<file path="config.mk">
export PLATFORM = sky130hd
export DESIGN_NAME = alu_rs
export DESIGN_NICKNAME = d
export VERILOG_FILES = /design/src/rtl/alu_rs_pkg.sv /design/src/rtl/alu_rs_age.sv /design/src/rtl/alu_rs.sv
export SDC_FILE = /design/constraint.sdc
export NUM_CORES = 1
export LEC_CHECK = 0
export BUFFER_PORTS_ARGS = -buffer_cell sky130_fd_sc_hd__buf_2
export CAP_MARGIN = 10
export CORE_AREA = 5 5 231 233
export CTS_BUF_LIST = sky130_fd_sc_hd__clkbuf_8
export DETAILED_ROUTE_END_ITERATION = 8
export DIE_AREA = 0 0 236 238
export GPL_TIMING_DRIVEN = 0
export PLACE_DENSITY_LB_ADDON = 0.2
export SLEW_MARGIN = 20
export SYNTH_ARGS = -nofsm -noshare
export SYNTH_HDL_FRONTEND = slang
export SYNTH_HIERARCHICAL = 1
export SYNTH_SLANG_ARGS = --single-unit
</file>
<file path="constraint.sdc">
create_clock -name clk_in -period 13.4 [get_ports clk_in]
set_input_delay 4.02 -clock clk_in [delete_from_list [all_inputs] [get_ports clk_in]]
set_output_delay 4.02 -clock clk_in [all_outputs]
set_load 0.005 [all_outputs]
</file>
<file path="src/rtl/alu_rs_pkg.sv">
// Shared types and constants for the ALU reservation station: instruction
// encoding, register tags, data words and the station entry payload.
package alu_rs_pkg;

  typedef enum logic [3:0] {
    OP_ADD, OP_SUB, OP_AND, OP_OR, OP_XOR,
    OP_SLL, OP_SRL, OP_SRA, OP_SLT, OP_SLTU
  } sinst_t;

  typedef logic [3:0]  regtag_t;
  typedef logic [31:0] word_t;
  typedef logic [4:0]  regaddr_t;

  // Tag value meaning "operand value is present, no producer outstanding"
  localparam regtag_t UNLOCKED = '0;
  localparam int      RS_DEPTH = 4;

  typedef struct packed {
    sinst_t   op;
    regtag_t  tagx;
    regtag_t  tagy;
    word_t    datax;
    word_t    datay;
    regtag_t  dest;
    regaddr_t target;
  } entry_t;

  function automatic logic operands_ready(input entry_t e);
    return (e.tagx == UNLOCKED) && (e.tagy == UNLOCKED);
  endfunction

endpackage

</file>
<file path="src/rtl/alu_rs_age.sv">
// Age matrix for the reservation station: tracks relative dispatch order of
// live entries and grants the oldest ready one (one-hot).
module alu_rs_age
  import alu_rs_pkg::*;
#(
  parameter int DEPTH = RS_DEPTH
) (
  input  logic             clk,
  input  logic             clr,
  input  logic [DEPTH-1:0] alloc,
  input  logic [DEPTH-1:0] free,
  input  logic [DEPTH-1:0] ready,
  output logic [DEPTH-1:0] grant
);

  // older[i][j] set means entry i was dispatched before entry j
  logic [DEPTH-1:0] older [DEPTH];

  // NOTE: sequential state is written with non-blocking assignments only, so
  // every read in this block sees the pre-edge value regardless of order.
  always_ff @(posedge clk) begin
    if (clr) begin
      for (int i = 0; i < DEPTH; i++) older[i] <= '0;
    end else begin
      for (int i = 0; i < DEPTH; i++) begin
        for (int j = 0; j < DEPTH; j++) begin
          if (alloc[i] || free[i] || free[j]) begin
            older[i][j] <= 1'b0;
          end else if (alloc[j] && (i != j)) begin
            older[i][j] <= 1'b1;
          end
        end
      end
    end
  end

  // NOTE: every always_comb output gets a default first so no path infers a latch.
  always_comb begin
    grant = '0;
    for (int i = 0; i < DEPTH; i++) begin
      grant[i] = ready[i];
      for (int j = 0; j < DEPTH; j++) begin
        if ((j != i) && ready[j] && older[j][i]) grant[i] = 1'b0;
      end
    end
  end

endmodule

</file>
<file path="src/rtl/alu_rs.sv">
// Reservation station in front of the integer ALU: buffers dispatched
// instructions, captures CDB results and issues the oldest ready entry.
module alu_rs
  import alu_rs_pkg::*;
#(
  parameter int DEPTH = RS_DEPTH,
  parameter int IDX_W = $clog2(DEPTH)
) (
  input  logic           clk_in,
  input  logic           rst_in,
  input  logic           flush_in,
  input  logic           disp_valid_in,
  output logic           disp_ready_out,
  input  sinst_t         disp_op_in,
  input  regtag_t        disp_tagx_in,
  input  regtag_t        disp_tagy_in,
  input  word_t          disp_datax_in,
  input  word_t          disp_datay_in,
  input  regtag_t        disp_dest_in,
  input  regaddr_t       disp_target_in,
  input  logic           cdb_en_in,
  input  regtag_t        cdb_tag_in,
  input  word_t          cdb_data_in,
  output logic           issue_valid_out,
  output sinst_t         issue_op_out,
  output word_t          issue_datax_out,
  output word_t          issue_datay_out,
  output regaddr_t       issue_target_out,
  output regtag_t        issue_dest_out,
  output logic [IDX_W:0] count_out
);

  logic [DEPTH-1:0] valid;
  entry_t           ent [DEPTH];
  logic [IDX_W:0]   count;
  logic [DEPTH-1:0] ready_vec;
  logic [DEPTH-1:0] alloc_oh;
  logic [DEPTH-1:0] alloc_en;
  logic [DEPTH-1:0] grant;
  logic [IDX_W-1:0] sel_idx;
  logic             accept;
  logic             issue;
  logic             kill;
  entry_t           disp_ent;

  assign kill           = rst_in || flush_in;
  assign disp_ready_out = (count < (IDX_W+1)'(DEPTH));
  assign accept         = disp_valid_in && disp_ready_out;
  assign issue          = |grant;
  assign alloc_en       = accept ? alloc_oh : '0;
  assign count_out      = count;

  always_comb begin
    ready_vec = '0;
    for (int i = 0; i < DEPTH; i++) begin
      ready_vec[i] = valid[i] && operands_ready(ent[i]);
    end
  end

  always_comb begin
    alloc_oh = '0;
    for (int i = DEPTH - 1; i >= 0; i--) begin
      if (!valid[i]) alloc_oh = DEPTH'(1) << i;
    end
  end

  always_comb begin
    sel_idx = '0;
    for (int i = 0; i < DEPTH; i++) begin
      if (grant[i]) sel_idx = IDX_W'(i);
    end
  end

  // A tag broadcast in the dispatch cycle would otherwise be missed forever
  always_comb begin
    disp_ent = '{op: disp_op_in, tagx: disp_tagx_in, tagy: disp_tagy_in,
                 datax: disp_datax_in, datay: disp_datay_in,
                 dest: disp_dest_in, target: disp_target_in};
    if (cdb_en_in && (disp_tagx_in != UNLOCKED) && (disp_tagx_in == cdb_tag_in)) begin
      disp_ent.tagx  = UNLOCKED;
      disp_ent.datax = cdb_data_in;
    end
    if (cdb_en_in && (disp_tagy_in != UNLOCKED) && (disp_tagy_in == cdb_tag_in)) begin
      disp_ent.tagy  = UNLOCKED;
      disp_ent.datay = cdb_data_in;
    end
  end

  alu_rs_age #(.DEPTH(DEPTH)) u_age (
    .clk   (clk_in),
    .clr   (kill),
    .alloc (alloc_en),
    .free  (grant),
    .ready (ready_vec),
    .grant (grant)
  );

  always_ff @(posedge clk_in) begin
    if (kill) valid <= '0;
    else      valid <= (valid & ~grant) | alloc_en;
  end

  // NOTE: the payload array carries no reset; the valid bits alone decide
  // whether an entry's contents mean anything.
  always_ff @(posedge clk_in) begin
    for (int i = 0; i < DEPTH; i++) begin
      if (alloc_en[i]) begin
        ent[i] <= disp_ent;
      end else if (cdb_en_in && valid[i]) begin
        if ((ent[i].tagx != UNLOCKED) && (ent[i].tagx == cdb_tag_in)) begin
          ent[i].tagx  <= UNLOCKED;
          ent[i].datax <= cdb_data_in;
        end
        if ((ent[i].tagy != UNLOCKED) && (ent[i].tagy == cdb_tag_in)) begin
          ent[i].tagy  <= UNLOCKED;
          ent[i].datay <= cdb_data_in;
        end
      end
    end
  end

  always_ff @(posedge clk_in) begin
    if (kill) begin
      issue_valid_out  <= 1'b0;
      issue_op_out     <= OP_ADD;
      issue_datax_out  <= '0;
      issue_datay_out  <= '0;
      issue_target_out <= '0;
      issue_dest_out   <= '0;
    end else begin
      issue_valid_out <= issue;
      if (issue) begin
        issue_op_out     <= ent[sel_idx].op;
        issue_datax_out  <= ent[sel_idx].datax;
        issue_datay_out  <= ent[sel_idx].datay;
        issue_target_out <= ent[sel_idx].target;
        issue_dest_out   <= ent[sel_idx].dest;
      end
    end
  end

  always_ff @(posedge clk_in) begin
    if (kill) count <= '0;
    else      count <= count + (IDX_W+1)'(accept) - (IDX_W+1)'(issue);
  end

endmodule

</file>
==> results of run 1 <==
power by group:
part	internal, µW	leakage, µW	switching, µW
combinational	85.4	0.00430	99.8
clock	627	0.000901	573
sequential	1490	0.00410	9.95
total	2210	0.00931	683
cells in the mapped netlist, types with 12 or more instances:
library cell | instances | area (µm²)
a21oi_1 | 127 | 635.6
a221oi_1 | 62 | 543.0
a22o_1 | 67 | 586.8
and2_1 | 12 | 75.07
and3_1 | 41 | 256.5
buf_2 | 18 | 90.09
buf_6 | 16 | 180.2
clkbuf_1 | 63 | 236.5
dfxtp_1 | 93 | 1862
edfxtp_1 | 344 | 10330
inv_1 | 55 | 206.5
mux2_2 | 102 | 1149
mux2_4 | 90 | 1351
mux2i_1 | 13 | 130.1
nand2_1 | 58 | 217.7
nor2_1 | 79 | 296.5
nor3_1 | 17 | 85.08
o221ai_1 | 77 | 674.4
or3_1 | 16 | 100.1
xor2_1 | 23 | 201.4
routing by layer:
metal / routed length, µm / global-route usage, % / part of all wire [%] / vias up
met5: 76 / 0 / 0.11 / -
met4: 1653 / 7.213 / 2.5 / 10
met3: 5460 / 5.559 / 8.1 / 115
met2: 32360 / 37.90 / 48 / 648
met1: 27660 / 30.36 / 41 / 7186
li1: - / - / - / 6346
cell type report:
type / instances / area share [%]
diodes: 8 / 0.08449
plain buffers: 116 / 3.010
clock buffers: 92 / 5.344
clock inverters: 50 / 0.9716
inverters: 57 / 0.9029
multi-input cells: 865 / 29.65
flip-flops and latches: 437 / 51.45
well taps: 680 / 3.591
repair buffers: 212 / 4.995
placed cells by master (no fill, tap or decap), types with 5 or more instances in the layout:
cell type	netlist	layout
a21oi_1	127	127
a221oi_1	62	62
a22o_1	67	67
and2_1	12	12
and3_1	41	41
buf_1	9	9
buf_12	6	6
buf_16	0	5
buf_2	18	224
buf_6	16	16
clkbuf_1	63	63
clkbuf_8	0	92
clkinv_2	0	5
dfxtp_1	93	93
diode_2	0	8
edfxtp_1	344	344
inv_1	55	91
mux2_2	102	102
mux2_4	90	90
mux2i_1	13	13
nand2_1	58	54
nand2b_1	5	5
nand3_1	5	5
nor2_1	79	78
nor3_1	17	16
nor4_1	8	7
o21ai_0	9	7
o221ai_1	77	77
or3_1	16	16
xnor2_1	9	9
xor2_1	23	23
final timing paths:
| path | start | to | slack (ns) | cells after the start |
|---|---|---|---|---|
| worst max-delay path | flush_in | u_age/older[0][4] | 7.21 | 7 |
| worst min-delay path | valid[2] | valid[2] | 0.50 | 2 |
| worst max register to register | ent[1][78] | count_out[2] | 8.77 | 13 |
| worst min register to register | valid[2] | valid[2] | 0.50 | 2 |
worst register-to-register path, delay by kind of cell, from the launching register on:
kind | cells | cell delay (ns)
compound gates | 1 | 0.13
xor+xnor | 3 | 0.49
flops | 1 | 0.40
buf+inv | 2 | 0.98
simple gates | 5 | 1.79
fa+ha+maj | 2 | 0.67
per-stage QoR:
| stage | setup slack [ns] | total power (µW) | cells | instance area [µm²] | hold WS, ns |
|---|---|---|---|---|---|
| 2_1_floorplan | 6.250 | 1634 | 1475 | 20080 | 0.4584 |
| 5_1_grt | 7.143 | 2989 | 2513 | 23690 | 0.5261 |
| 3_3_place_gp | 3.045 | 1706 | 2361 | 21960 | 0.4765 |
| 6_report | 7.208 | 2890 | 2517 | 23700 | 0.4961 |
| 4_1_cts | 7.245 | 2903 | 2509 | 23670 | 0.4993 |
| 3_5_place_dp | 6.579 | 1717 | 2367 | 22180 | 0.4879 |
kinds of logic after synthesis:
family	count (synthesis)	synth area share (%)
AO/OA/AOI/OAI	364	13.36
XOR/XNOR	33	1.477
adder cells (fa/ha/maj)	2	0.1620
buffers and inverters	173	4.618
flip-flops	437	60.73
multiplexers	205	13.10
AND/OR/NAND/NOR	261	6.550
sequential cells by signal, indices dropped and copies added (netlist names):
| signal | cells |
|---|---|
| u_age/older | 12 |
| valid | 4 |
| issue_dest_out | 4 |
| ent | 340 |
| issue_op_out | 4 |
| issue_datax_out | 32 |
| count_out | 3 |
| issue_datay_out | 32 |
| issue_valid_out | 1 |
| issue_target_out | 5 |
==> results by stage, run 1 <==
GRT:
- The via count of the first global-routing pass is 14279.
- The first global-routing pass estimated 96.00 mm of wire.
- Global routing finished with a remaining overflow of 0.
- The largest net degree at the start of global routing is 37.
- Global routing used 23.03% of the available tracks across all layers.
- The initial antenna violation count is 12.

CTS:
- The total number of clock tree sinks is 437.
- The buffers inserted during post-CTS setup optimization is 0.
- The clock latency reported for the late side of the worst-skew pair is 0.67 ns.
- The clock root buffer is clkbuf_8.
- The largest buffer count on any clock path is 3.
- The clock slew seen by the registers of the worst setup and hold paths is 0.05 ns.
- The count of H-tree levels built during CTS is 3.
- The TritonCTS clock tree is done.
- TritonCTS created 77 clock buffers.
- The post-cts hold buffer count is 0.
- After clock tree synthesis, the repair step resized 0 gates.

Setup path:
- The type of destination of the critical path is a flip-flop.
- The worst setup path is launched from a primary input.
- The standard cell with the maximum stage delay on the critical path is nor2_1.
- The cell seen most often among critical-path stages is or3_1.
- Broken down by cell family, the worst path's largest delay share belongs to simple AND/OR/NAND/NOR gates.
- Along the worst path, the maximum fanout reaches 15.
- For this run, the slowest stage of the critical path takes 0.62 ns.
- The critical path contains buffers and inverters numbering 4 combined.
- The required arrival time at the worst endpoint is 13.79 ns.
- Walking the worst path, the cells encountered are buf_2, nor2_1, inv_2, buf_1, or3_1, clkbuf_1, or3_1.
- The endpoint arrival time on the critical path is 6.58 ns.
- The kind of critical path is in2reg.

Finish:
- The proportion of layout cells with a drive suffix above 1 is 31.93%.
- The utilization of the core after routing is 46.47%.
- The filler cell count in the final layout is 4659.
- Compared with the post-synthesis result, the final layout area differs by 18.03%.
- The area occupied by registers is 0.01219 mm².
- After the last flow step, the layout net total stands at 1894.
- In the final layout, the multi-input gates occupy 0.007025 mm².

Route:
- The first-pass iteration count of the detailed router is 5.
- The DRC violation total after the first TritonRoute iteration is 1392.
- For this block, the routed nets add up to 67.20 mm of wire.
- The number of vias in the routed layout is 14305.
- The routed via count divided by cell count is 5.683.
- The remaining routing DRC violations is 0.
- Dividing the detail-routed wire length by the instance count gives 26.70 µm.
- The number of nets still failing antenna checks after routing is 0.

STA:
- The worst slew slack as a fraction of its limit is 32.41%.
- The number of pins with negative max-slew slack in the final report came to 0.
- The final period demand of the worst path is 6.192 ns.
- Setup repair after global routing left no endpoint under its margin.
- The count of final hold-check violations was 0.
- The upper clock frequency limit is 161.5 MHz.
- The number of setup violations in the final report is 0.
- The slew at the pin with the worst max-slew slack is 1.014 ns.
- The aggregate negative setup slack is 0 ns.
- The setup skew after layout is 0.03969 ns.
- The post-route clock period utilization is 46.21%.

Floorplan:
- The boundary pin count is 208.
- The area inside the core boundary is 0.05099 mm².
- The initial cell density of the core is 39.37%.
- After floorplanning, the core was divided into 83 placement rows.
- The die area is 0.05617 mm².
- The chip width is 236 µm.
- The die span in y is 238 µm.

Yosys:
- The cell area that synthesis handed to floorplanning was 0.02008 mm².
- The number of synthesized flops with an enable pin is 344.
- The most instantiated flip-flop cell in the synthesis netlist is edfxtp_1.
- The fraction of registers with async set/reset is 0%.
- Synthesis inferred 437 register bits.
- After technology mapping, the gate count stands at 1475.
- Sequential cells were found to cover 60.73% of the synthesized design area.
- The mean instance size in the synthesized netlist is 13.61 µm².
- The post-synthesis net count is 1603.
- During synthesis, Yosys emitted a total of 6 warnings.
- The number of distinct library cell variants in the gate-level netlist after synthesis is 55.

Power and ir drop:
- The leakage component of the power is 0.009305 µW.
- The highest ir drop seen on vdd is 0.00006234 V.
- Dividing total power by cell area gives a power density of 122.0 mW/mm².

Outcome:
- The flow ran to the end, and the final reports show no timing, DRC or antenna violations.

Worst hold path:
- The class of the tightest hold or removal check is reg2reg.

Placed design:
- Routability-driven placement finished with a final weighted congestion of 0.8287.
- The sum of net half-perimeters after detailed placement is 45.75 mm.
- The number of port buffers is 206.

Job:
- Across the run, the number of max-cap violations was 0.
Power figures use the tool's default switching activity.
==> inputs of run 2 (changes only) <==
--- a/config.mk
+++ b/config.mk
@@ -5,12 +5,13 @@
 export SDC_FILE = /design/constraint.sdc
 export NUM_CORES = 1
 export LEC_CHECK = 0
+export ABC_AREA = 1
 export BUFFER_PORTS_ARGS = -buffer_cell sky130_fd_sc_hd__buf_2
 export CAP_MARGIN = 10
-export CORE_AREA = 5 5 231 233
+export CORE_AREA = 5 5 242 244
 export CTS_BUF_LIST = sky130_fd_sc_hd__clkbuf_8
 export DETAILED_ROUTE_END_ITERATION = 8
-export DIE_AREA = 0 0 236 238
+export DIE_AREA = 0 0 247 249
 export GPL_TIMING_DRIVEN = 0
 export PLACE_DENSITY_LB_ADDON = 0.2
 export SLEW_MARGIN = 20
==> constraint.sdc (replaced) <==
create_clock -name clk_in -period 5.6 [get_ports clk_in]
set_input_delay 1.68 -clock clk_in [delete_from_list [all_inputs] [get_ports clk_in]]
set_output_delay 1.68 -clock clk_in [all_outputs]
set_load 0.005 [all_outputs]
==> run 2 against run 1 <==
  * First-iteration DRC count is 100% higher
  * Sequential share of layout area down 4.1 points
  * Die area is 9.5% higher
  * Global-route usage increased by 4.5 points
  * Critical endpoint is now count_out[1]
  * Largest power group unchanged
==> results by stage, run 2 <==
Outcome:
- The run finished with clean final reports.

Finish:
- The filler cell count in the final layout is 5545.
- More flip-flops sit in one register than any other, and that register is ent.
- In the layout the commonest cells are 671 x nand2_1, 358 x nand3_1, 344 x nor2_1, 344 x edfxtp_1, 243 x buf_2.
- The most frequent standard cell in the layout excluding fill and tap cells is nand2_1.
- The area overhead of the layout relative to synthesis is 16.43%.
- The proportion of layout cells with a drive suffix above 1 is 15.42%.
- The register with the most flip-flops in the layout has 340 of them.
- The largest registers in the layout are ent x340, issue_datax_out x32, issue_datay_out x32.
- The number of nets in the final layout is 3040.
- The filler-free cell count of the finished design is 3735.

CTS:
- The total number of clock tree sinks is 437.
- The largest buffer count on any clock path is 3.
- The clock slew seen by the registers of the worst setup and hold paths is 0.07 ns.
- The clock reaches the later pin of the worst-skew pair after 0.69 ns.
- The number of buffers created by CTS is 79.
- The buffers inserted during post-CTS setup optimization is 0.
- The clock root buffer is clkbuf_8.
- The TritonCTS clock tree is done.
- Gates resized during post-CTS repair numbered 0.
- The post-cts hold buffer count is 0.
- CTS built an H-tree with a depth of 3.

Setup path:
- On the critical path the largest part of the delay comes from simple AND/OR/NAND/NOR gates.
- The most numerous cell type found on the critical path is nand2_1.
- The largest individual stage delay along the critical path comes from the cell nor3b_1.
- The setup check on the worst reg-to-reg path leaves a slack of 1.01 ns.
- The type of destination of the critical path is a flip-flop.
- The largest fanout on the critical path is 10.
- Walking the worst path, the cells encountered are nor2_1, nand2_1, nor3b_1, nand2_1, nor2_1, inv_2, nand2_1, inv_2, nand2_2, buf_2, buf_2, nand2_1, nand2_1, ha_1, fa_1, inv_1, nor2_1.
- The worst setup path is launched from a flip-flop.
- The kind of critical path is reg2reg.
- The startpoint of the worst register-to-register path is ent[3][77].
- Data on the critical path is required at its endpoint by 6.11 ns.
- In this run the critical register-to-register path is captured at count_out[1].
- Together, buffers and inverters on the worst path number 5.
- The endpoint arrival time on the critical path is 5.11 ns.
- The cell count of the worst reg-to-reg path is 17.
- The largest single stage delay on the critical path is 0.73 ns.

Yosys:
- The synthesized design contains 344 enable-type register cells.
- In the synthesized netlist, the number of instances is 2648.
- Averaged over all synthesized cells, the footprint is 8.345 µm².
- The library cell occupying the most area in the post-synthesis netlist is edfxtp_1.
- Sorting the synthesized cells by how often they occur yields 679 x nand2_1, 358 x nand3_1, 345 x nor2_1.
- In this run, distinct cell masters in the synthesized netlist total 32.
- In the post-synthesis netlist, the biggest area contributors are edfxtp_1 47%, nand2_1 12%, dfxtp_1 8.4%, nand3_1 8.1%, nor2_1 5.9%.
- The dominant cell by count in the synthesized netlist is nand2_1.
- After synthesis, the share of flip-flops with an asynchronous set or reset is 0%.
- The number of register bits inferred by synthesis is 437.
- After synthesis the cells add up to 0.02210 mm².
- The post-synthesis sequential area ratio is 55.17%.
- The fraction of post-synthesis cell area in the top cell type by area is 46.74%.
- The most instantiated flip-flop cell in the synthesis netlist is edfxtp_1.
- The post-synthesis net count is 2776.
- Yosys printed 6 warnings.

STA:
- Setup violations remaining at the end of the flow were counted as 0.
- The worst setup margin is 1.007 ns.
- The number of pins with negative max-slew slack in the final report is 0.
- The setup skew after layout is 0.04623 ns.
- In this run the tightest slew margin relative to its limit is 23.48%.
- The count of final hold-check violations is 0.
- Adding up every negative setup slack in the final design gives 0 ns.
- The final hold slack is 0.4680 ns.
- The final period demand of the worst path is 4.593 ns.
- The final critical path takes up 82.01% of the cycle.
- Setup repair after global routing left no endpoint under its margin.
- Based on the critical path, the design can be clocked at up to 217.7 MHz.
- The slew at the pin with the worst max-slew slack is 1.148 ns.

Power and ir drop:
- The leakage component of the power is 0.01102 µW.
- The clock network accounts for 42.6% of the total power.
- The highest ir drop seen on vdd is 0.0001426 V.
- The sequential group share of total power is 49.7%.
- The internal power of the cells is 5400 µW.
- Summed over all nets, the switching power comes to 1856 µW.
- Dividing total power by cell area gives a power density of 282.0 mW/mm².
- The proportion of power drawn by combinational gates is 7.7%.
- The net switching fraction of the power is 25.58%.

Floorplan:
- 208 I/O pins were placed.
- The die span in y is 249 µm.
- The die covers 0.06150 mm².
- The chip width is 247 µm.
- The total area inside the core boundary comes to 0.05606 mm².
- The number of core rows is 87.
- The initial cell density of the core is 39.42%.

Route:
- The count of nets left with antenna violations once routing finished came out at 0.
- The routed via count divided by cell count is 5.603.
- After detailed routing, the number of remaining DRC violations is 0.
- The number of vias in the routed layout is 20928.
- The first-pass iteration count of the detailed router is 9.
- The per-cell routed wire length is 23.56 µm.
- The DRC violation total after the first TritonRoute iteration is 2832.
- After detailed routing, the total wire length is 88.01 mm.

GRT:
- The residual overflow from global routing is 0.
- The largest net degree at the start of global routing is 37.
- The first global-routing pass estimated 126.3 mm of wire.
- The initial antenna violation count came to 3.
- The via count of the first global-routing pass is 19468.
- The global router's overall resource usage is 27.52%.

Worst hold path:
- The worst hold path depth is 2.
- The path with the worst hold slack has its endpoint at issue_datay_out[13].
- The worst hold path begins at ent[1][22].
- The class of the tightest hold or removal check is reg2reg.

Job:
- The total of max-cap violations is 0.

Placed design:
- In this run, placement finished with an instance count of 3587.
- The sum of net half-perimeters after detailed placement is 63.18 mm.
- At the placement stage, the worst setup path has a slack of 1.089 ns.
- The placer's final routability congestion estimate is 0.9333.
- During placement, the flow inserted port buffers numbering 174.
run 2: changes by cell type in the layout (fill, tap and decap cells not counted), moves of 90 or more:
cell,delta
a21oi_1,-118
nand3_1,+353
nand2_1,+617
mux2_4,-90
nor2_1,+266
o21ai_0,+228
mux2_2,-102
run 2: how the worst max path moves through the flow:
stage                       start      endpoint  cells past startpoint
finish                 ent[3][77]  count_out[1]                     17
global route           ent[3][73]  count_out[1]                     17
CTS                    ent[3][77]  count_out[1]                     17
detailed placement     ent[3][73]  count_out[1]                     17
global placement    disp_valid_in    ent[1][20]                      5
floorplan           disp_valid_in    ent[1][10]                      4
run 2: power by group through the flow:
stage | clock (µW) | sequential [µW] | combinational, µW
finish | 3090 | 3610 | 556
global route | 3260 | 3610 | 607
CTS | 3110 | 3610 | 545
detailed placement | 0 | 3670 | 543
global placement | 0 | 3680 | 519
floorplan | 0 | 3670 | 337
run 2: cells by family after synthesis:
family	after synthesis	share of synthesized area, %
adder cells (fa/ha/maj)	2	0.1472
XOR/XNOR	7	0.2774
flip-flops	437	55.17
AND/OR/NAND/NOR	1531	29.87
buffers and inverters	358	7.089
AO/OA/AOI/OAI	313	7.451
run 2: metal layers:
| metal | global-route usage [%] | up-vias | share of wire, % |
|---|---|---|---|
| li1 | - | 9471 | - |
| met1 | 37.17 | 9826 | 39 |
| met2 | 41.81 | 1389 | 44 |
| met3 | 7.049 | 242 | 12 |
| met4 | 12.24 | 0 | 4.7 |
| met5 | 0 | - | 0 |
run 2: final cells by class:
class / count / area, µm² / share of cell area [%]
Tap cell: 756 / 945.9 / 3.676
Inverter: 162 / 613.1 / 2.383
Sequential cell: 437 / 12190 / 47.38
Antenna cell: 3 / 7.507 / 0.02918
Clock inverter: 52 / 302.8 / 1.177
Multi-Input combinational cell: 1853 / 8378 / 32.56
Timing Repair Buffer: 183 / 1056 / 4.104
Clock buffer: 93 / 1280 / 4.975
Buffer: 196 / 954.7 / 3.710
run 2: through the flow:
step / power (µW) / cell area [µm²] / utilization (%)
global placement: 4195 / 23920 / 42.66
detailed placement: 4217 / 24140 / 43.06
global route: 7475 / 25730 / 45.89
finish: 7256 / 25730 / 45.90
CTS: 7262 / 25720 / 45.88
floorplan: 4006 / 22100 / -
run 2: tightest hold or removal path: stages (launching register included):
cell and delay [ns]:
edfxtp_1 0.31, o21ai_0 0.08, nand2_1 0.05
